==> config.mk <==
export PLATFORM = sky130hd
export DESIGN_NAME = conv_stage_sequencer
export DESIGN_NICKNAME = d
export VERILOG_FILES = /design/src/rtl/conv_stage_sequencer.sv
export SDC_FILE = /design/constraint.sdc
export NUM_CORES = 1
export LEC_CHECK = 0
export CORE_MARGIN = 3
export CORE_UTILIZATION = 55
export DETAILED_ROUTE_END_ITERATION = 10
export DONT_BUFFER_PORTS = 1
export GPL_TIMING_DRIVEN = 0
export PLACE_DENSITY = 0.75
export RECOVER_POWER = 100
export SLEW_MARGIN = 20
export SYNTH_ARGS = -nofsm -noshare
export SYNTH_HDL_FRONTEND = slang
export SYNTH_SLANG_ARGS = --single-unit
==> constraint.sdc <==
create_clock -name clk -period 8.7 [get_ports clk]
set_input_delay 1.74 -clock clk [delete_from_list [all_inputs] [get_ports clk]]
set_output_delay 1.74 -clock clk [all_outputs]
set_load 0.03 [all_outputs]
==> src/rtl/conv_stage_sequencer.sv <==
// conv_stage_sequencer
//
// Walks a chain of NUM_STAGES processing engines (conv / batchnorm_relu),
// launching each enabled engine in turn and waiting for its done before
// moving on. Disabled stages are skipped at one cycle each. A stage that runs
// for TIMEOUT_CYCLES without reporting done raises a sticky error and parks
// the sequencer in FAULT until a new start or an abort arrives.
//
// Ports:
//   clk          rising-edge clock
//   rst          asynchronous, active-high reset
//   start        one-cycle request to run the enabled stages (IDLE or FAULT)
//   abort        drop the running sequence and return to IDLE
//   stage_mask   per-stage enable captured at start; 0 = bypass
//   stage_done   per-stage done pulse/level from the engines
//   stage_start  one-hot launch pulse to the engines
//   stage_sel    index of the active stage, for valid/data muxing
//   busy         sequence in progress
//   done         one-cycle completion pulse
//   error        sticky timeout flag
//   err_stage    index of the stage that timed out
//   run_cycles   busy cycles since the last accepted start (saturating)

module conv_stage_sequencer #(
    parameter int NUM_STAGES     = 4,
    parameter int TIMEOUT_CYCLES = 1048576,
    parameter int PERF_WIDTH     = 32,
    localparam int SEL_W         = (NUM_STAGES > 1) ? $clog2(NUM_STAGES) : 1
) (
    input  logic                  clk,
    input  logic                  rst,
    input  logic                  start,
    input  logic                  abort,
    input  logic [NUM_STAGES-1:0] stage_mask,
    input  logic [NUM_STAGES-1:0] stage_done,
    output logic [NUM_STAGES-1:0] stage_start,
    output logic [SEL_W-1:0]      stage_sel,
    output logic                  busy,
    output logic                  done,
    output logic                  error,
    output logic [SEL_W-1:0]      err_stage,
    output logic [PERF_WIDTH-1:0] run_cycles
);

    // cur must be able to hold NUM_STAGES itself, the "walked off the end" value
    localparam int CUR_W = $clog2(NUM_STAGES + 1);
    // timer only ever needs to reach TIMEOUT_CYCLES-1
    localparam int TMR_W = $clog2(TIMEOUT_CYCLES);

    typedef enum logic [2:0] {
        ST_IDLE,
        ST_SEEK,
        ST_LAUNCH,
        ST_WAIT,
        ST_FINISH,
        ST_FAULT
    } state_t;

    state_t                  state;
    state_t                  state_n;
    logic [CUR_W-1:0]        cur;
    logic [SEL_W-1:0]        cur_idx;
    logic [NUM_STAGES-1:0]   mask_q;
    logic [TMR_W-1:0]        timer;
    logic                    cur_at_end;
    logic                    timed_out;
    logic                    accept;
    logic                    is_busy;

    // cur_idx is a safe array index: once cur has walked past the last stage it
    // pins to the last index so mask/done lookups never go out of range.
    assign cur_at_end = (cur == CUR_W'(NUM_STAGES));
    assign cur_idx    = cur_at_end ? SEL_W'(NUM_STAGES - 1) : cur[SEL_W-1:0];
    assign timed_out  = (timer == TMR_W'(TIMEOUT_CYCLES - 1));
    assign is_busy    = (state == ST_SEEK) || (state == ST_LAUNCH) ||
                        (state == ST_WAIT) || (state == ST_FINISH);
    // a start is accepted exactly when IDLE or FAULT is about to enter SEEK
    assign accept     = ((state == ST_IDLE) || (state == ST_FAULT)) && (state_n == ST_SEEK);

    // State register
    always_ff @(posedge clk or posedge rst) begin
        if (rst) begin
            state <= ST_IDLE;
        end else begin
            state <= state_n;
        end
    end

    // Next-state logic. Abort has top priority in every busy state so that a
    // simultaneous done or timeout cannot sneak one more step through. In
    // FAULT an abort also beats a start, keeping the priority uniform.
    always_comb begin
        state_n = state;
        case (state)
            ST_IDLE: begin
                if (start) state_n = ST_SEEK;
            end
            ST_SEEK: begin
                if (abort)                 state_n = ST_IDLE;
                else if (cur_at_end)       state_n = ST_FINISH;
                else if (mask_q[cur_idx])  state_n = ST_LAUNCH;
            end
            ST_LAUNCH: begin
                if (abort) state_n = ST_IDLE;
                else       state_n = ST_WAIT;
            end
            ST_WAIT: begin
                if (abort)                    state_n = ST_IDLE;
                else if (stage_done[cur_idx]) state_n = ST_SEEK;
                else if (timed_out)           state_n = ST_FAULT;
            end
            ST_FINISH: begin
                state_n = ST_IDLE;
            end
            ST_FAULT: begin
                if (abort)      state_n = ST_IDLE;
                else if (start) state_n = ST_SEEK;
            end
            default: begin
                state_n = ST_IDLE;
            end
        endcase
    end

    // Datapath: stage pointer, captured mask, per-stage watchdog, error capture
    // and the saturating performance counter. Updates key off the state
    // transition so they stay in lockstep with the FSM decisions above.
    always_ff @(posedge clk or posedge rst) begin
        if (rst) begin
            cur        <= '0;
            mask_q     <= '0;
            timer      <= '0;
            error      <= 1'b0;
            err_stage  <= '0;
            run_cycles <= '0;
        end else begin
            if (accept) begin
                mask_q     <= stage_mask;
                cur        <= '0;
                run_cycles <= '0;
                error      <= 1'b0;
            end else begin
                if (is_busy && (run_cycles != '1)) begin
                    run_cycles <= run_cycles + 1'b1;
                end
                // skipping a bypassed stage, or moving past a completed one
                if (((state == ST_SEEK) || (state == ST_WAIT)) && (state_n == ST_SEEK)) begin
                    cur <= cur + 1'b1;
                end
                if (state == ST_LAUNCH) begin
                    timer <= '0;
                end else if ((state == ST_WAIT) && (state_n == ST_WAIT)) begin
                    timer <= timer + 1'b1;
                end
                if ((state == ST_WAIT) && (state_n == ST_FAULT)) begin
                    error     <= 1'b1;
                    err_stage <= cur_idx;
                end
            end
        end
    end

    // Outputs decoded purely from registered state and pointer, so the launch
    // and done pulses carry no combinational path from the inputs.
    always_comb begin
        stage_start = '0;
        if (state == ST_LAUNCH) begin
            stage_start[cur_idx] = 1'b1;
        end
        stage_sel = cur_idx;
        busy      = is_busy;
        done      = (state == ST_FINISH);
    end

endmodule

==> key figures <==
Outcome
  • Failing checks: capacitance limit, slew limit
  • Status: finished, violations left

Cells and area
  • Ant. Diodes: 0
  • Commonest non-fill, non-tap cells in the layout: nor2_1, dfrtp_1, xnor2_1, nand3_1, nand2_1
  • Multi-input logic area: 0.00180 mm^2
  • Layout area overhead: 8.70%
  • Layout cells sized above 1: 0.0660
  • # fillers: 512
  • Layout Cells excl Fill: roughly 480
  • Seq. cell area: 0.00163 mm^2
  • Nets: between 400 and 500

Logic synthesis
  • Post-synthesis xor/xnor area fraction: 0.110
  • Area contributors post-synth: dfrtp_1, xnor2_1, nor2_1, xor2_1, nand3_1
  • Syn nets: 410
  • FF+latch count, synth: 65
  • Post-Synth Adder-Cell Area: 0.0209
  • Ys async rst share: 1.00
  • Synth area leader: dfrtp_1
  • Synthesized cell area: between 0.003 and 0.004 mm^2
  • Unique masters post-synth: 49
  • Post-synthesis compound-gate area fraction: 0.0671
  • Post-Synthesis Cells: 392
  • Post-synth EDFFs: 0
  • Area fraction of the dominant cell type after synthesis: 0.452
  • Primary FF master, synth: dfrtp_1
  • Sequential area share after synthesis: 0.452
  • Synth warnings: 0
  • Multiplexer share of the synthesized area: 0.0268
  • Mapped Avg Cell Area: 9.18 um^2
  • Largest family of logic cells by synthesized area: simple AND/OR/NAND/NOR gates
  • Synth Area in Simple Gates: 0.286

Routing
  • Routed WL per cell: 15.3 um
  • Routed wire length: 7.40 mm
  • Routed Antenna Nets: 0
  • TritonRoute pass-1 iters: 4
  • DR vias/cell: 5.84
  • Starting DRT DRC Count: roughly 120
  • DR vias: 2,828
  • Post-route DRC: 0

Timing
  • Worst hold slack: 0.509 ns
  • Pins Over Slew Limit: 62
  • Total Neg Setup Slack: 0 ns
  • Clock period minus worst slack: 4.43 ns
  • Slew @ Worst Pin: 2.56 ns
  • Worst rel slew slack: -0.707
  • RSZ-0062 raised after global routing: no
  • Final hold viol count: 0
  • Crit share post-route: 0.509
  • Clk_skew: roughly 0.014 ns
  • F_max: 226 MHz
  • Setup-failing EPs final: 0

Floorplan
  • Chip height: 86.9 um
  • I/O pin count: 55
  • Die X: approximately 87 um
  • Die ar.: 0.00755 mm^2
  • # rows: 28
  • Initial Util: 0.587
  • Core Region: 0.00613 mm^2

Critical path
  • Critical Path Fanout Max: 10
  • Critical path arrival: between 4 and 5 ns
  • Worst Setup End Kind: register
  • Reg2Reg Launch Point: cur[0]$_DFFE_PP0P_
  • Crit path required time: 8.91 ns
  • CP startpoint kind: register
  • Cell depth of the worst flop-to-flop path: 10
  • Crit path kind: reg2reg
  • Crit path from: cur[0]$_DFFE_PP0P_
  • Worst reg2reg setup slack: 4.27 ns

Pwr
  • Comb pwr share: 0.262
  • PwrDens: between 200 and 250 mW/mm^2
  • Clock share of power: 0.338
  • Peak VDD IR: between 150 and 200 uV
  • Sw Share: 0.353
  • Psw: 336 uW
  • LEAKAGE: 1.61 nW
  • Flop pwr share: 0.400
  • Power Internal: 615 uW

Placed design
  • Routability congestion estimate: 0.836
  • IO Port Bufs: 0
  • Placed instance count: 468
  • Detailed Place HPWL: 5.32 mm

Global routing
  • GR Util met3: 0.0691
  • Grt ovf: 0
  • First-pass GRT wire length: 12.6 mm
  • Vias in the first global route: 2,740
  • Largest net degree at the start of global routing: 51
  • GRT busiest layer: met2
  • M2 GR Usage: 0.324
  • Initial antenna violation count: 0
  • GRT met1 Usage: 0.280
  • Total track usage: 0.212

Clocking
  • CTS tree: yes
  • Resize count post-CTS: 0
  • Clk sink count: 65
  • Clk root buf: clkbuf_8
  • Clock Path Buffers: 2
  • Num CTS Buffers: 9
  • Hold buffer count at CTS: 0
  • Number of H-tree levels: 3
  • Register clock-pin slew on the reported worst setup and hold paths: 0.07 ns
  • # Post-CTS Setup Buffers: 0
  • Clk_lat worst skew: 0.35 ns

Min path
  • Min-delay src: mask_q[0]$_DFFE_PP0N_
  • Hold Crit Class: reg2reg
  • Number of cells on the worst hold path: 1

Flow run
  • Max-capacitance violation count: 2
synth_stat cells (2+ instances only):
cell type,instances
mux2i_1,4
or3_1,7
nand4_1,16
xnor2_1,31
nor2b_1,5
and3_1,7
nand2_1,21
nand3_1,23
nand3b_1,2
xor2_1,14
and4_1,4
mux2_2,5
inv_1,18
buf_1,3
nor4_1,14
buf_2,4
nor2_1,65
or2_2,4
dfrtp_1,65
nor3b_1,5
a311oi_1,2
clkbuf_1,9
a21oi_1,11
and2_1,7
ha_1,6
o21ai_0,8
nor3_1,10
worst max-delay path, stage by stage (launching register included):
cell and delay (ns):
dfrtp_1 0.48, inv_1 0.13, ha_1 0.28, a21oi_1 0.29, inv_1 0.24, o32ai_1 0.39
a2111oi_0 0.13, o31a_1 0.36, nor4_1 1.44, clkbuf_1 0.46, nor2_1 0.10
sequential cells by signal, indices dropped and copies added, names as in the netlist:
| name | cells |
|---|---|
| mask_q | 4 |
| state | 3 |
| timer | 20 |
| err_stage | 2 |
| error | 1 |
| run_cycles | 32 |
| cur | 3 |
worst paths after layout:
path / end
worst max-delay path: run_cycles[17]$_DFFE_PP0P_
worst min-delay path: mask_q[0]$_DFFE_PP0N_
worst max register to register: run_cycles[17]$_DFFE_PP0P_
worst min register to register: mask_q[0]$_DFFE_PP0N_
max in group asynchronous: err_stage[0]$_DFFE_PP0P_
min in group asynchronous: timer[6]$_DFFE_PP0P_
per-layer routing:
metal / vias to the layer above / routed length (um)
met5: - / 0
met3: 11 / 541
met4: 0 / 92
met1: 1341 / 3370
met2: 88 / 3400
li1: 1388 / -
power groups by stage:
stage / combinational, mW / sequential [mW] / clock (mW)
3_3_place_gp: 0.257 / 0.385 / 0
4_1_cts: 0.264 / 0.381 / 0.327
5_1_grt: 0.281 / 0.385 / 0.342
3_5_place_dp: 0.262 / 0.386 / 0
6_report: 0.249 / 0.380 / 0.321
2_1_floorplan: 0.213 / 0.379 / 0
cell type report:
type	instances	share of cell area
tap	75	0.0240
sequential	65	0.416
multi-input combinational	292	0.460
clock inverter	6	0.0294
timing repair buffer	1	0.000960
buffer	16	0.0157
inverter	19	0.0186
clock buffer	10	0.0352
cell families (layout without fill, tap and decap cells):
| logic type | count (synthesis) | in the layout |
|---|---|---|
| simple gates | 197 | 197 |
| flops | 65 | 65 |
| xor+xnor | 45 | 45 |
| compound gates | 35 | 35 |
| buf+inv | 35 | 52 |
| mux | 9 | 9 |
| fa+ha+maj | 6 | 6 |
through the flow:
stage | power, mW | worst slack (ns) | instance area (um^2) | utilization
2_1_floorplan | 0.592 | 5.13 | 3600 | -
3_3_place_gp | 0.642 | 4.70 | 3690 | 0.602
3_5_place_dp | 0.649 | 4.84 | 3720 | 0.607
4_1_cts | 0.972 | 4.56 | 3970 | 0.648
5_1_grt | 1.01 | 3.96 | 3910 | 0.638
6_report | 0.951 | 4.27 | 3910 | 0.638
(Power assumes the default switching activity.)
